[src/rtl/mips_io_pkg.sv]
`default_nettype none
// ---------------------------------------------------------------------------
// mips_io_pkg : shared types and defaults for the push-button I/O sequencer
// Revision    : 1.0
// ---------------------------------------------------------------------------
package mips_io_pkg;

  localparam int DATA_W_DEFAULT       = 32;
  localparam int DEBOUNCE_CNT_DEFAULT = 4;

  typedef enum logic [1:0] {
    IDLE         = 2'd0,
    WAIT_PRESS   = 2'd1,
    CAPTURE      = 2'd2,
    WAIT_RELEASE = 2'd3
  } io_state_e;

endpackage : mips_io_pkg
`default_nettype wire

[src/rtl/enter_debouncer.sv]
`default_nettype none
// ---------------------------------------------------------------------------
// enter_debouncer : 2-flop synchronizer followed by a stable-count debouncer
// Revision        : 1.0
// ---------------------------------------------------------------------------
module enter_debouncer
  import mips_io_pkg::*;
#(
  parameter int DEBOUNCE_CNT = DEBOUNCE_CNT_DEFAULT
) (
  input  logic clock,
  input  logic reset,
  input  logic raw,
  output logic filtered
);

  localparam logic [7:0] CNT_LAST = 8'(DEBOUNCE_CNT - 1);

  logic       sync1_q;
  logic       sync2_q;
  logic       filt_q;
  logic [7:0] cnt_q;

  always_ff @(posedge clock or negedge reset) begin
    if (!reset) begin
      sync1_q <= 1'b0;
      sync2_q <= 1'b0;
      filt_q  <= 1'b0;
      cnt_q   <= 8'd0;
    end else begin
      sync1_q <= raw;
      sync2_q <= sync1_q;
      // Any sample matching the current level restarts the stability count.
      if (sync2_q == filt_q) begin
        cnt_q <= 8'd0;
      end else if (cnt_q == CNT_LAST) begin
        filt_q <= sync2_q;
        cnt_q  <= 8'd0;
      end else begin
        cnt_q <= cnt_q + 8'd1;
      end
    end
  end

  assign filtered = filt_q;

endmodule : enter_debouncer
`default_nettype wire

[src/rtl/io_sequencer.sv]
`default_nettype none
// ---------------------------------------------------------------------------
// io_sequencer : stalls the CPU on IN until an operator press captures data
// Revision     : 1.0
// ---------------------------------------------------------------------------
module io_sequencer
  import mips_io_pkg::*;
#(
  parameter int DATA_W       = DATA_W_DEFAULT,
  parameter int DEBOUNCE_CNT = DEBOUNCE_CNT_DEFAULT
) (
  input  logic              clock,
  input  logic              reset,
  input  logic              enter,
  input  logic              inctrl,
  input  logic              outctrl,
  input  logic [0:DATA_W-1] fromCPU,
  input  logic [0:DATA_W-1] externalIn,
  output logic [0:DATA_W-1] forCPU,
  output logic [0:DATA_W-1] externalOut,
  output logic              stall,
  output logic              waiting,
  output logic [7:0]        inCount
);

  io_state_e         state_q;
  logic              filtered;
  logic              filt_prev_q;
  logic              press;
  logic [0:DATA_W-1] forCPU_q;
  logic [0:DATA_W-1] externalOut_q;
  logic [7:0]        inCount_q;

  enter_debouncer #(
    .DEBOUNCE_CNT (DEBOUNCE_CNT)
  ) u_debouncer (
    .clock    (clock),
    .reset    (reset),
    .raw      (enter),
    .filtered (filtered)
  );

  // One-cycle press pulse; it is only consumed in WAIT_PRESS, so presses seen
  // in any other state are dropped rather than remembered.
  assign press = filtered & ~filt_prev_q;

  assign stall = (inctrl && (state_q == IDLE || state_q == WAIT_RELEASE)) ||
                 (state_q == WAIT_PRESS);

  always_ff @(posedge clock or negedge reset) begin
    if (!reset) begin
      state_q       <= IDLE;
      filt_prev_q   <= 1'b0;
      forCPU_q      <= '0;
      externalOut_q <= '0;
      inCount_q     <= 8'd0;
    end else begin
      filt_prev_q <= filtered;
      if (outctrl && !inctrl && !stall) begin
        externalOut_q <= fromCPU;
      end
      case (state_q)
        IDLE: begin
          if (inctrl) state_q <= WAIT_PRESS;
        end
        WAIT_PRESS: begin
          if (press) begin
            state_q  <= CAPTURE;
            forCPU_q <= externalIn;
          end
        end
        CAPTURE: begin
          inCount_q <= inCount_q + 8'd1;
          state_q   <= filtered ? WAIT_RELEASE : IDLE;
        end
        WAIT_RELEASE: begin
          if (!filtered) state_q <= IDLE;
        end
        default: state_q <= IDLE;
      endcase
    end
  end

  assign forCPU      = forCPU_q;
  assign externalOut = externalOut_q;
  assign inCount     = inCount_q;
  assign waiting     = (state_q == WAIT_PRESS);

endmodule : io_sequencer
`default_nettype wire

[config.mk]
export PLATFORM = sky130hd
export DESIGN_NAME = io_sequencer
export DESIGN_NICKNAME = d
export VERILOG_FILES = /design/src/rtl/mips_io_pkg.sv /design/src/rtl/enter_debouncer.sv /design/src/rtl/io_sequencer.sv
export SDC_FILE = /design/constraint.sdc
export NUM_CORES = 1
export LEC_CHECK = 0
export CORE_ASPECT_RATIO = 1.5
export CORE_MARGIN = 2
export CORE_UTILIZATION = 39
export DETAILED_ROUTE_END_ITERATION = 10
export DONT_BUFFER_PORTS = 1
export PLACE_DENSITY_LB_ADDON = 0.3
export SLEW_MARGIN = 20
export SYNTH_ARGS = -nofsm -noshare
export SYNTH_HDL_FRONTEND = slang
export SYNTH_SLANG_ARGS = --single-unit
[constraint.sdc]
create_clock -name clock -period 2.6 [get_ports clock]
set_input_delay 0.26 -clock clock [delete_from_list [all_inputs] [get_ports clock]]
set_output_delay 0.26 -clock clock [all_outputs]
set_load 0.005 [all_outputs]
==> results.txt <==
* Yosys warning total: 0
- Buffers inserted during clock tree synthesis total 9.
* CP Capture Type: flop
- Final setup violation count: 0
- Cell Pwr Density: approximately 1200 nW/um^2
- Worst-path cell with the longest stage delay: sky130_fd_sc_hd__buf_4
- Worst reg2reg endpoint: externalOut[14]$_DFFE_PN0P_
- Top-area cell type share of the netlist area: 0.628
- Worst Path Max Fanout: 32
- Derived from the worst setup path, the maximum achievable clock frequency is around 530 MHz.
- Standby leakage power: 1.69 nW
* Tightest Pin Transition: 417 ps
* Mean instance size in the synthesized netlist: 15.0 sq um
* Antenna Cells: 0
- Setup repair after global routing left no endpoint under its margin.
- Area taken by flip-flops and latches: 2150 sq um
- In this run the worst hold path is classified as in2reg.
* Flip-flop and latch count after synthesis: 86
* Number of remaining DRC errors: 0
* R2R cell count: 5
- Post-DR wirelength/cell: between 15 and 20 um
- Row generation in the floorplan step produced 41 rows.
- The via count of the first global-routing pass is 1986.
- Hold Path Depth: 1
* Die span in y: 119 um
* Post-synthesis cell area: 3430 sq um
* Number of DRC markers after the initial detailed-route iteration: 122
- Buffers placed on the I/O ports in this run total 0.
* Maximum number of pins on one net before global-route repair: 87
* Part of the Yosys area used for sequential elements: 0.628
* Area used by multi-input combinational logic: 1210 sq um
- Fill cells: 740
* Number of gates resized after CTS: 0
- Final hold vios: 0
- Worst IR drop on VDD: 0.557 mV
* Global-route wire length before repair: 9720 um
* Dominant cells by area after synthesis: sky130_fd_sc_hd__dfrtp_1, sky130_fd_sc_hd__mux2_2, sky130_fd_sc_hd__ha_1, sky130_fd_sc_hd__xnor2_1, sky130_fd_sc_hd__xor2_1
- Maximum clock path buffer count: 2
- Of the available clock period, the critical path in the final layout requires 0.724.
* Dpl hpwl: 4330 um
- Area added between synthesis and finish: 13.6%
* Number of buffers added to fix hold violations after cts: 3
- Endpoint, Worst Hold: forCPU[17]$_DFFE_PN0P_
- Number of primary I/O pins: between 100 and 150
- Die extent in x: 80.6 um
- Cells traversed along the worst timing path: inv_1 > ha_1 > nor3b_4 > buf_4 > mux2_2
* Final #Nets: 313
- Pre-antenna DRT Iters: 4
- Area of the die: 9580 sq um
- CTS tree: yes
- Drt via density: 5.12
- Total via count after detailed routing: 1781
* Number of antenna violations at the first check in global routing: 0
- In the final layout, the share of cells above drive strength 1 is 0.361.
- The region available for standard cell placement spans 8460 sq um.
- Delay of the slowest critical-path stage: around 390 ps
- In this run the most critical hold path is launched from externalIn[17].
* Worst setup path class: reg2reg
* Shortest period the worst path allows: 1880 ps
* Clock transition time at the flip-flop clock pins of the worst setup and hold paths: 60 ps
* GRT Resource Usage Total: 0.133
* CP Data Required Time: approximately 2800 ps
* Global-route congestion overflow total: 0
- Max Slew Vio Count: 0
- The worst register-to-register path begins at state_q[1]$_DFFE_PN0P_.
* Synth async-reset ratio: 1.00
- Worst-case clock skew: 5.92 ps
- For this configuration, the core starts out at a cell density of 0.405.
* # Max-Cap Violations: 0
- Netlist cell types: 29
* ANT nets after route: 0
* Cell type with the highest aggregate area in the netlist: sky130_fd_sc_hd__dfrtp_1
- Final Routed Wirelength: between 6000 and 7000 um
- Tot Pwr: 4.77 mW
- For flop-to-flop paths, the worst setup slack is between 700 and 800 ps.
- Level count of the clock H-tree: 3
- The congestion estimate from routability-driven global placement came to 0.760.
* Insertion delay of the later-clocked pin in the worst-skew pair: 330 ps
- The run finished with clean final reports.
- For this run, the share of the core covered by cells in the final layout is 0.460.
- The root buffer cell chosen for the clock tree is sky130_fd_sc_hd__clkbuf_16.
- In this run, synthesis inferred 0 flip-flops with an integrated enable.
- Measured against its own limit, the worst slew margin works out to 0.722.
* Net Count, Synth: 305
- Total number of clock tree sinks: 86
- The worst setup path is launched from a flop.
* Aggregate negative setup slack: 0 ps
- Data arrival, critical path: 2090 ps
* Total setup buffers inserted after CTS: 0
- Number of cells produced by synthesis: 228
- Predominant post-synthesis flop cell: sky130_fd_sc_hd__dfrtp_1
==> worst max path at each step <==
stage	from	endpoint	slack [ps]
floorplan	state_q[1]$_DFFE_PN0P_	externalOut[10]$_DFFE_PN0P_	880
global placement	state_q[1]$_DFFE_PN0P_	externalOut[12]$_DFFE_PN0P_	750
detailed placement	state_q[1]$_DFFE_PN0P_	externalOut[23]$_DFFE_PN0P_	700
CTS	state_q[1]$_DFFE_PN0P_	externalOut[11]$_DFFE_PN0P_	690
global route	state_q[1]$_DFFE_PN0P_	externalOut[12]$_DFFE_PN0P_	580
finish	state_q[1]$_DFFE_PN0P_	externalOut[14]$_DFFE_PN0P_	720
==> layout by cell type (no fill, tap or decap), drive strengths merged, types with 3 or more instances in the layout <==
| master | count |
|---|---|
| nand3 | 3 |
| nand2 | 5 |
| mux2 | 66 |
| dfrtp | 86 |
| or3 | 3 |
| xnor2 | 6 |
| ha | 8 |
| xor2 | 5 |
| buf | 3 |
| clkbuf | 11 |
| nor2 | 7 |
| inv | 5 |
| a21oi | 5 |
| nand4 | 5 |
| o21ai | 3 |
==> Yosys cell counts (3+ instances only) <==
| cell | n |
|---|---|
| sky130_fd_sc_hd__dfrtp_1 | 86 |
| sky130_fd_sc_hd__mux2_2 | 66 |
| sky130_fd_sc_hd__ha_1 | 8 |
| sky130_fd_sc_hd__nor2_1 | 7 |
| sky130_fd_sc_hd__xnor2_1 | 6 |
| sky130_fd_sc_hd__a21oi_1 | 5 |
| sky130_fd_sc_hd__buf_2 | 5 |
| sky130_fd_sc_hd__nand2_1 | 5 |
| sky130_fd_sc_hd__nand4_1 | 5 |
| sky130_fd_sc_hd__xor2_1 | 5 |
| sky130_fd_sc_hd__inv_1 | 4 |
| sky130_fd_sc_hd__buf_6 | 3 |
| sky130_fd_sc_hd__nand3_1 | 3 |
| sky130_fd_sc_hd__o21ai_0 | 3 |
| sky130_fd_sc_hd__or3_1 | 3 |
==> critical path: cells and delay by family, from the launching register on <==
kind                     cells  cell delay, ps
buffers and inverters        2             490
adder cells (fa/ha/maj)      1             300
AND/OR/NAND/NOR              1             190
multiplexers                 1             380
flip-flops                   1             380
==> where the power goes <==
part / internal [mW] / switching [mW] / leakage [nW] / total [mW]
Combinational: 0.601 / 0.402 / 0.499 / 1.00
Sequential: 1.91 / 0.491 / 1.03 / 2.40
Clock: 0.869 / 0.495 / 0.156 / 1.36
==> metrics by stage <==
stage	cells	instance area, sq um	setup slack [ps]	hold WS, ps
after floorplan	228	3430	883	-35.6
after global placement	329	3530	754	-31.3
after detailed placement	329	3530	697	-31.9
after CTS	348	3900	693	57.0
after global routing	348	3900	585	59.3
final	348	3900	717	75.2
==> metal layers <==
layer,GRT usage,up-vias,part of all wire
met4,0.0646,0,0.022
met5,0,-,0
met1,0.142,867,0.38
met2,0.226,96,0.51
met3,0.0523,8,0.086
li1,-,810,-
==> final cells by class <==
class	count	share of cell area
timing repair buffer	5	0.0161
clock buffer	11	0.0623
sequential	86	0.552
multi-input combinational	130	0.310
inverter	4	0.00385
tap	107	0.0343
clock inverter	5	0.0209
==> kinds of logic (layout without fill, tap and decap cells) <==
family          after synthesis  count (layout)  share of synthesized area
buf+inv                      12              25                     0.0215
flops                        86              86                      0.628
xor+xnor                     11              11                     0.0281
fa+ha+maj                     8               8                     0.0292
simple gates                 31              31                     0.0504
compound gates               13              13                     0.0237
mux                          67              67                      0.220
==> sequential cells by signal, summed over array words and instances (netlist names) <==
register and count:
forCPU 32, u_debouncer.sync2_q 1, inCount 8, state_q 2
u_debouncer.filtered 1, u_debouncer.cnt_q 8, filt_prev_q 1, externalOut 32
u_debouncer.sync1_q 1
Note: power is estimated with default switching activity, not from simulation.
